**src/rtl/riscv_lite_pkg.sv**
```systemverilog
// riscv_lite_pkg -- shared constants and types for the decode controller.
//   REG_AW    : register-address width (5 -> 32 architectural registers)
//   NUM_REGS  : number of architectural registers
//   OP_*      : 7-bit major opcodes this controller recognises
//   state_e   : decode-controller FSM states (RUN, FLUSH)
package riscv_lite_pkg;

  localparam int REG_AW   = 5;
  localparam int NUM_REGS = 1 << REG_AW;

  localparam logic [6:0] OP_REG    = 7'b0110011;
  localparam logic [6:0] OP_IMM    = 7'b0010011;
  localparam logic [6:0] OP_LOAD   = 7'b0000011;
  localparam logic [6:0] OP_JALR   = 7'b1100111;
  localparam logic [6:0] OP_STORE  = 7'b0100011;
  localparam logic [6:0] OP_BRANCH = 7'b1100011;
  localparam logic [6:0] OP_JAL    = 7'b1101111;
  localparam logic [6:0] OP_LUI    = 7'b0110111;
  localparam logic [6:0] OP_AUIPC  = 7'b0010111;

  typedef enum logic {
    RUN   = 1'b0,
    FLUSH = 1'b1
  } state_e;

endpackage

```
**src/rtl/instr_use_dec.sv**
```systemverilog
// instr_use_dec -- purely combinational register-usage decoder.
// Ports:
//   instr     in  32  instruction word (standard RV32 field layout)
//   rs1/rs2   out 5   source register fields
//   rd        out 5   destination register field
//   use_rs1   out 1   instruction reads rs1
//   use_rs2   out 1   instruction reads rs2
//   writes_rd out 1   instruction writes rd (never true for rd = x0)
module instr_use_dec
  import riscv_lite_pkg::*;
(
  input  logic [31:0]       instr,
  output logic [REG_AW-1:0] rs1,
  output logic [REG_AW-1:0] rs2,
  output logic [REG_AW-1:0] rd,
  output logic              use_rs1,
  output logic              use_rs2,
  output logic              writes_rd
);

  logic [6:0] opcode;
  logic       rd_dest;
  logic       unused_bits;

  assign opcode = instr[6:0];
  assign rd     = instr[11:7];
  assign rs1    = instr[19:15];
  assign rs2    = instr[24:20];

  // funct3/funct7 do not affect register usage.
  assign unused_bits = ^{instr[31:25], instr[14:12]};

  always_comb begin
    use_rs1 = 1'b0;
    use_rs2 = 1'b0;
    rd_dest = 1'b0;
    case (opcode)
      OP_REG: begin
        use_rs1 = 1'b1;
        use_rs2 = 1'b1;
        rd_dest = 1'b1;
      end
      OP_IMM, OP_LOAD, OP_JALR: begin
        use_rs1 = 1'b1;
        rd_dest = 1'b1;
      end
      OP_STORE, OP_BRANCH: begin
        use_rs1 = 1'b1;
        use_rs2 = 1'b1;
      end
      OP_JAL, OP_LUI, OP_AUIPC: begin
        rd_dest = 1'b1;
      end
      default: begin
      end
    endcase
  end

  // Writes to x0 are architecturally discarded, so they never create a producer.
  assign writes_rd = rd_dest && (rd != '0);

endmodule

```
**src/rtl/decode_ctrl.sv**
```systemverilog
// decode_ctrl -- decode-stage hazard / flush controller for a 5-stage pipeline.
// Parameter: NBITS instruction width (decoder uses IR_IN[31:0]; NBITS >= 32).
// Ports:
//   clk, rst (sync, active-high)
//   id_valid, IR_IN                  decode stage instruction
//   ex_rd, ex_mem_read               instruction currently in EX
//   ex_branch_taken                  EX redirect
//   wb_we, wb_rd                     writeback request
//   RegA/RegB/RegIMM_LATCH_EN        decode latch enables (instruction issues)
//   RF_WE                            register-file write enable
//   pc_stall, ex_bubble              stall fetch/decode, inject NOP into EX
//   stall_cnt                        saturating stall-cycle counter
//   dbg_state                        current FSM state
// Build option: define DECODE_CTRL_FWD_EN for a forwarding pipeline, where only
// load-use against EX stalls and no scoreboard is kept. Otherwise a 32-entry
// scoreboard makes consumers wait until their producer's writeback cycle.
//
// Handshake: id_valid marks a valid instruction in decode. It is consumed in a
// cycle where the latch enables are high; while pc_stall is high it is held
// and must be presented again unchanged. A flush discards it (no stall).
module decode_ctrl
  import riscv_lite_pkg::*;
#(
  parameter int NBITS = 32
) (
  input  logic              clk,
  input  logic              rst,
  input  logic              id_valid,
  input  logic [NBITS-1:0]  IR_IN,
  input  logic [REG_AW-1:0] ex_rd,
  input  logic              ex_mem_read,
  input  logic              ex_branch_taken,
  input  logic              wb_we,
  input  logic [REG_AW-1:0] wb_rd,
  output logic              RegA_LATCH_EN,
  output logic              RegB_LATCH_EN,
  output logic              RegIMM_LATCH_EN,
  output logic              RF_WE,
  output logic              pc_stall,
  output logic              ex_bubble,
  output logic [15:0]       stall_cnt,
  output state_e            dbg_state
);

  state_e            state_q, state_d;
  logic [REG_AW-1:0] rs1, rs2, rd;
  logic              use_rs1, use_rs2, writes_rd;
  logic              rs1_pend, rs2_pend, hazard, latch_en;
  logic              unused_in;

  assign unused_in = ^{IR_IN, ex_rd, ex_mem_read};

  instr_use_dec u_dec (
    .instr     (IR_IN[31:0]),
    .rs1       (rs1),
    .rs2       (rs2),
    .rd        (rd),
    .use_rs1   (use_rs1),
    .use_rs2   (use_rs2),
    .writes_rd (writes_rd)
  );

  assign RF_WE = !rst && wb_we && (wb_rd != '0);

`ifdef DECODE_CTRL_FWD_EN
  // Only a load in EX cannot be forwarded in time.
  assign rs1_pend = ex_mem_read && (ex_rd == rs1);
  assign rs2_pend = ex_mem_read && (ex_rd == rs2);
`else
  logic [NUM_REGS-1:0] sb_q, sb_d;

  // Write-before-read in the register file: a register being written back
  // this cycle is already readable, so it no longer blocks.
  assign rs1_pend = sb_q[rs1] && !(RF_WE && (wb_rd == rs1));
  assign rs2_pend = sb_q[rs2] && !(RF_WE && (wb_rd == rs2));

  always_comb begin
    sb_d = sb_q;
    if (RF_WE) sb_d[wb_rd] = 1'b0;
    // Set after clear so a same-cycle set/clear of one register leaves it set.
    if (latch_en && writes_rd) sb_d[rd] = 1'b1;
    sb_d[0] = 1'b0;
  end

  always_ff @(posedge clk) begin
    if (rst) sb_q <= '0;
    else     sb_q <= sb_d;
  end
`endif

  assign hazard = id_valid &&
                  ((use_rs1 && (rs1 != '0) && rs1_pend) ||
                   (use_rs2 && (rs2 != '0) && rs2_pend));

  always_ff @(posedge clk) begin
    if (rst) state_q <= RUN;
    else     state_q <= state_d;
  end

  // Priority: reset > branch redirect > flush cycle > hazard > issue.
  always_comb begin
    state_d   = state_q;
    latch_en  = 1'b0;
    pc_stall  = 1'b0;
    ex_bubble = 1'b0;
    if (rst) begin
      state_d = RUN;
    end else if (ex_branch_taken) begin
      ex_bubble = 1'b1;
      state_d   = FLUSH;
    end else if (state_q == FLUSH) begin
      ex_bubble = 1'b1;
      state_d   = RUN;
    end else if (hazard) begin
      pc_stall  = 1'b1;
      ex_bubble = 1'b1;
    end else begin
      latch_en = id_valid;
    end
  end

  assign RegA_LATCH_EN   = latch_en;
  assign RegB_LATCH_EN   = latch_en;
  assign RegIMM_LATCH_EN = latch_en;
  assign dbg_state       = state_q;

  always_ff @(posedge clk) begin
    if (rst) begin
      stall_cnt <= '0;
    end else if (pc_stall && (stall_cnt != 16'hFFFF)) begin
      stall_cnt <= stall_cnt + 16'd1;
    end
  end

endmodule

```
**config.mk**
```make
export PLATFORM = sky130hd
export DESIGN_NAME = decode_ctrl
export DESIGN_NICKNAME = d
export VERILOG_FILES = /design/src/rtl/riscv_lite_pkg.sv /design/src/rtl/instr_use_dec.sv /design/src/rtl/decode_ctrl.sv
export SDC_FILE = /design/constraint.sdc
export NUM_CORES = 1
export LEC_CHECK = 0
export CAP_MARGIN = 25
export CORE_AREA = 2 2 86 88
export CTS_CLUSTER_SIZE = 28
export DETAILED_ROUTE_END_ITERATION = 10
export DIE_AREA = 0 0 88 90
export PLACE_DENSITY_LB_ADDON = 0.12
export SYNTH_ARGS = -nofsm -noshare
export SYNTH_HDL_FRONTEND = slang
export SYNTH_SLANG_ARGS = --single-unit
```
**constraint.sdc**
```tcl
create_clock -name clk -period 3.7 [get_ports clk]
set_input_delay 0.74 -clock clk [delete_from_list [all_inputs] [get_ports clk]]
set_output_delay 0.74 -clock clk [all_outputs]
set_load 0.03 [all_outputs]
```
==> results.cfg, run 1 <==
[sta]
fin_crit_sh_pct = 97.3
slew_viol_final = 0
hold_ws_ps = 493
slew_headroom_pct = 58.1
finalSetupViolCount = 0
clock.fmax_mhz = 278
tns_ps = 0
finClkSkew_ps = 4.17
worst_pin_slew_ps = 628
fin_crit_ps = 3600
hold_viol = 0

[clock_tree]
hold_buffers = 0
cts_tree = yes
clock_sinks = 48
insertion_delay_ps = 310
clk_path_buf_depth = 2
clk_pin_slew_ps = 100
clockRootBuffer = clkbuf_8
cts_max_level = 2
cts_buffers = 5

[route]
vias_per_cell = 6.06
route.final.wire_length_mm = 10.0
first_iter_violations = 297
post-route-drc-count = 0
wl_per_cell_um = 17.8
drtAntennaViolNets = 0
drt_pass1_iterations = 8
vias = 3422

[layout]
drive_gt1_share_pct = 15.5
stdcell_count = 565
final_common_cell = nand2_1
stdcell_area_mm2 = 0.00418
fillerInstances = 642
finalNetCount = 514
antenna_cells = 0
synthToLayoutAreaGrowth_pct = 29.0
most-common-layout-cells = 52 x nand2_1, 48 x dfxtp_1, 45 x clkdlybuf4s50_1

[setup_path]
crit_arrival_ps = 2860
cp_max_fo = 12
critical_path.startpoint = IR_IN[20]
timing.rr.start = sb_q[13]$_SDFF_PP0_
required_ps = 2960
start_kind = primary input
endpoint_kind = primary output
worst-setup-path-type = primary input to primary output

[global_route]
grt_pass1_wl_mm = 15.8
grt-ovfl-total = 0
antenna_found_initial = 0
grt.total_usage_pct = 25.1
grt_max_degree = 34
grt_pass1_vias = 3014

[power_and_ir_drop]
power_leakage_nw = 1.44
cell_internal_pwr_w = 0.000878
clkPwrFrac_pct = 39.9
p_per_area_mw_per_mm2 = 284
pwr-share-seq_pct = 43.6
worst_ir_drop_vdd_v = 0.000168
switching_share_pct = 26.0
p_switching_w = 0.000308
combPwrFrac_pct = 16.5

[synth]
synth_cell_type_count = 57
syn_avg_cell_area_um2 = 8.10
mappedNetlistNets = 449
ys.flop_type = dfxtp_1
synth-seq-cells = 48
synth_warnings = 0
async_reset_ff_share_pct = 0
synth_cells = 400
seq_area_frac_synth_pct = 29.7
synth_area_mm2 = 0.00324
synth_edf_count = 0

[place]
dpl.cell_count = 554
port_buffers = 54
dp_hpwl_mm = 7.31
gp_congestion = 0.893
placed_area_mm2 = 0.00398

[run]
drv_cap = 0

[floorplan]
core_mm2 = 0.00702
die_area_mm2 = 0.00792
rows = 31
start_util_pct = 46.2
die_h_um = 90
pin_count = 71
fp.dieW_um = 88

[worst_hold_path]
min_path_type = register to register
holdCritStartpoint = sb_q[2]$_SDFF_PP0_

[status]
outcome = completed
-- cells in the mapped netlist (3+ instances only) --
cell type | number | area [µm²]
nand3_1 | 19 | 95.1
or4_1 | 12 | 90.1
o21ai_0 | 25 | 125
xor2_1 | 10 | 87.6
and3b_1 | 3 | 26.3
inv_1 | 11 | 41.3
or3_1 | 5 | 31.3
buf_2 | 11 | 55.1
a21oi_1 | 21 | 105
nor2b_1 | 8 | 50.1
a31oi_1 | 4 | 25.0
nand4_1 | 12 | 75.1
nor3b_1 | 8 | 60.1
nand2_1 | 52 | 195
a311oi_1 | 3 | 26.3
and3_1 | 6 | 37.5
buf_4 | 4 | 30.0
nor2_1 | 18 | 67.6
mux2i_1 | 18 | 180
nor3_1 | 5 | 25.0
clkbuf_1 | 11 | 41.3
nand3b_1 | 10 | 75.1
o22ai_1 | 8 | 50.1
o211ai_1 | 10 | 75.1
mux4_2 | 6 | 135
o31ai_1 | 14 | 105
dfxtp_1 | 48 | 961
-- flip-flops by register name (all words and copies together), names as in the netlist --
name and flops:
stall_cnt 16, sb_q 31, dbg_state 1
-- layer usage --
| layer | part of all wire [%] | track usage, % | vias to the layer above | wire length, µm |
|---|---|---|---|---|
| met5 | 0 | 0 | - | 0 |
| met4 | 1.2 | 5.00 | 0 | 121 |
| met3 | 8.8 | 6.52 | 16 | 880 |
| met2 | 45 | 38.4 | 166 | 4490 |
| met1 | 45 | 35.6 | 1599 | 4540 |
| li1 | - | - | 1641 | - |
-- through the flow --
step                      util (%)  power (W)  setup WS, ps
after global routing          59.5    0.00123         -4.66
after floorplan                  -   0.000632          35.5
final                         59.5    0.00119          99.4
after global placement        56.6   0.000714          -122
after CTS                     58.6    0.00118          31.8
after detailed placement      56.6   0.000715          -142
-- critical path, stage by stage --
cell and delay (ps):
clkdlybuf4s50_1 510, buf_12 150, mux4_2 520, o2111ai_2 170
nand4_1 140, a32o_2 300, nand2_1 70, a21oi_1 60
buf_4 190
-- kinds of logic after synthesis --
| family | Yosys count | share of synthesized area (%) |
|---|---|---|
| and+or+nand+nor | 170 | 28.9 |
| xor gates and xnor gates | 10 | 2.70 |
| AOI/OAI and AO/OA | 103 | 21.4 |
| DFF | 48 | 29.7 |
| buffers and inverters | 42 | 6.56 |
| muxes | 26 | 10.4 |
| adders and majority gates | 1 | 0.386 |
-- what timing repair did --
action / in CTS / in global routing
pin swaps: 0 / 3
buffers inserted: 0 / 3
endpoints found under the setup margin: 5 / 5
resized for setup: 3 / 11
-- worst paths after layout --
kind                                            end  slack (ps)  cells past startpoint
worst max-delay path                      ex_bubble         100                      9
worst min-delay path             sb_q[2]$_SDFF_PP0_         490                      2
worst max register to register  sb_q[26]$_SDFF_PP0_        1050                      9
worst min register to register   sb_q[2]$_SDFF_PP0_         490                      2
-- power groups by stage --
stage                     Clock (W)  Combinational, W  Sequential, W
final                      0.000473          0.000195       0.000517
after global routing       0.000499          0.000209       0.000518
after CTS                  0.000479          0.000187       0.000517
after detailed placement          0          0.000186       0.000529
after global placement            0          0.000185       0.000529
after floorplan                   0          0.000101       0.000531
-- area by class of cell --
| cell class | instances | area (µm²) | area share (%) |
|---|---|---|---|
| clock buffers | 5 | 68.8 | 1.65 |
| clock inverters | 3 | 68.8 | 1.65 |
| inverters | 11 | 41.3 | 0.988 |
| multi-input cells | 310 | 2100 | 50.3 |
| flip-flops and latches | 48 | 961 | 23.0 |
| well taps | 99 | 124 | 2.96 |
| repair buffers | 89 | 816 | 19.5 |
(Power assumes the default switching activity.)
==> run 2: changes to the inputs <==
--- a/config.mk
+++ b/config.mk
@@ -10,6 +10,7 @@
 export CTS_CLUSTER_SIZE = 28
 export DETAILED_ROUTE_END_ITERATION = 10
 export DIE_AREA = 0 0 88 90
+export GPL_ROUTABILITY_DRIVEN = 0
 export PLACE_DENSITY_LB_ADDON = 0.12
 export SYNTH_ARGS = -nofsm -noshare
 export SYNTH_HDL_FRONTEND = slang
==> run 2 against run 1 <==
Net effect: count of clock-buffer cells in the layout is the same; sequential power barely moved; clock power down 1%; clock skew grew 1.5 ps; critical path type unchanged; via count grew 1.4%; setup slack better by 31 ps; worst hold slack improved by 6.9 ps; design area is 1.3% higher; die area unchanged; first-iteration DRC count down 27%; utilization increased by 0.75 points; cell count is 1.6% higher.
==> results.cfg, run 2 (synthesized netlist as in run 1, its figures left out) <==
[route]
wl_met1_mm = 4.33
dr.max_layer_used = met4
wl_met2_mm = 4.85
post-route-drc-count = 0
vias_per_cell = 6.05
drt_pass1_iterations = 5
drtAntennaViolNets = 0
first_iter_violations = 216
route.final.wire_length_mm = 10.4
wl_met3_mm = 1.05
vias = 3470
wl_per_cell_um = 18.1

[sta]
fin_ws_ps = 130
fin_crit_sh_pct = 96.5
tns_ps = 0
fin_crit_ps = 3570
finalSetupViolCount = 0
rsz0062_at_grt = no
slew_viol_final = 0
clock.fmax_mhz = 280
hold_viol = 0
slew_headroom_pct = 48.5
finClkSkew_ps = 5.68
worst_pin_slew_ps = 767

[floorplan]
fp.dieW_um = 88
die_area_mm2 = 0.00792
pin_count = 71
core_mm2 = 0.00702
die_h_um = 90
rows = 31
start_util_pct = 46.2

[setup_path]
critPathMostFrequentCell = buf_4
worst-setup-path-type = primary input to primary output
crit_family = compound AO/OA/AOI/OAI gates
reg2reg_slack_ps = 1120
required_ps = 2960
endpoint_kind = primary output
crit_arrival_ps = 2830
cp_slowest_stage_delay_ps = 510
crit_buf_inv = 3
cpMaxStageDelayCell = mux4_2
start_kind = primary input
crit_path_cell_trace = clkdlybuf4s15_1, mux4_2, nor2_1, a31oi_1, a311o_2, buf_4, a32o_2, nand2_1, a21oi_1, buf_4
cp_max_fo = 3

[clock_tree]
cts_buffers = 5
clockRootBuffer = clkbuf_8
cts_max_level = 2
clock_sinks = 48
clk_pin_slew_ps = 100
insertion_delay_ps = 310
cts_tree = yes
clk_path_buf_depth = 2

[layout]
finalNetCount = 523
drive_gt1_share_pct = 16.6
largest_reg_flops = 31
most-common-layout-cells = 52 x nand2_1, 48 x dfxtp_1, 46 x buf_4
antenna_cells = 0
final_common_cell = nand2_1
synthToLayoutAreaGrowth_pct = 30.6
stdcell_area_mm2 = 0.00423
regMostFlops = sb_q

[place]
placed_area_mm2 = 0.00406
post-place-ws_ps = -382
dp_hpwl_mm = 7.64
port_buffers = 54

[global_route]
grt_max_degree = 34
grt.total_usage_pct = 26.2
antenna_found_initial = 0
grt_pass1_wl_mm = 16.4
grt-ovfl-total = 0
grt_pass1_vias = 3239

[power_and_ir_drop]
p_per_area_mw_per_mm2 = 280
power_leakage_nw = 1.49
worst_ir_drop_vdd_v = 0.000167

[status]
outcome = completed

[run]
drv_cap = 0

[worst_hold_path]
min_path_type = register to register
run 2: final timing paths:
| path | startpoint | to | cells after the start |
|---|---|---|---|
| worst max-delay path | IR_IN[15] | ex_bubble | 10 |
| worst min-delay path | sb_q[10]$_SDFF_PP0_ | sb_q[10]$_SDFF_PP0_ | 2 |
| worst max register to register | sb_q[13]$_SDFF_PP0_ | sb_q[17]$_SDFF_PP0_ | 9 |
| worst min register to register | sb_q[10]$_SDFF_PP0_ | sb_q[10]$_SDFF_PP0_ | 2 |
run 2: power by group:
part	leakage (nW)	switching, W	internal (W)
combinational	1.03	0.000108	0.0000906
clock	0.0687	0.000195	0.000272
sequential	0.387	0.000000395	0.000517
total	1.49	0.000304	0.000880
run 2: tightest hold or removal path, delay by kind of cell, from the launching register on:
family | cells | cell delay (ps)
AOI/OAI and AO/OA | 1 | 60
DFF | 1 | 340
and+or+nand+nor | 1 | 60
run 2: layer usage:
layer | track usage [%] | vias up
met2 | 40.8 | 169
met5 | 0 | -
met1 | 35.6 | 1633
li1 | - | 1655
met3 | 7.62 | 13
met4 | 6.41 | 0
run 2: area by class of cell:
class | instances | area (µm²)
well taps | 99 | 124
flip-flops and latches | 48 | 961
clock inverters | 3 | 68.8
repair buffers | 98 | 875
inverters | 11 | 41.3
clock buffers | 5 | 68.8
fillers | 645 | 2790
multi-input cells | 310 | 2090
run 2: what timing repair did:
action	in CTS	in global routing
pin swaps	4	2
gates resized for setup	11	8
hold buffers	0	0
setup endpoints to repair	5	5
setup buffers	0	0
run 2: through the flow:
stage                     hold slack [ps]  utilization, %  power (W)  instances
after floorplan                       439               -   0.000632        400
after global placement                465            57.8   0.000721        566
after detailed placement              470            57.8   0.000723        566
after CTS                             484            60.0    0.00119        574
after global routing                  506            60.3    0.00122        574
final                                 500            60.3    0.00118        574
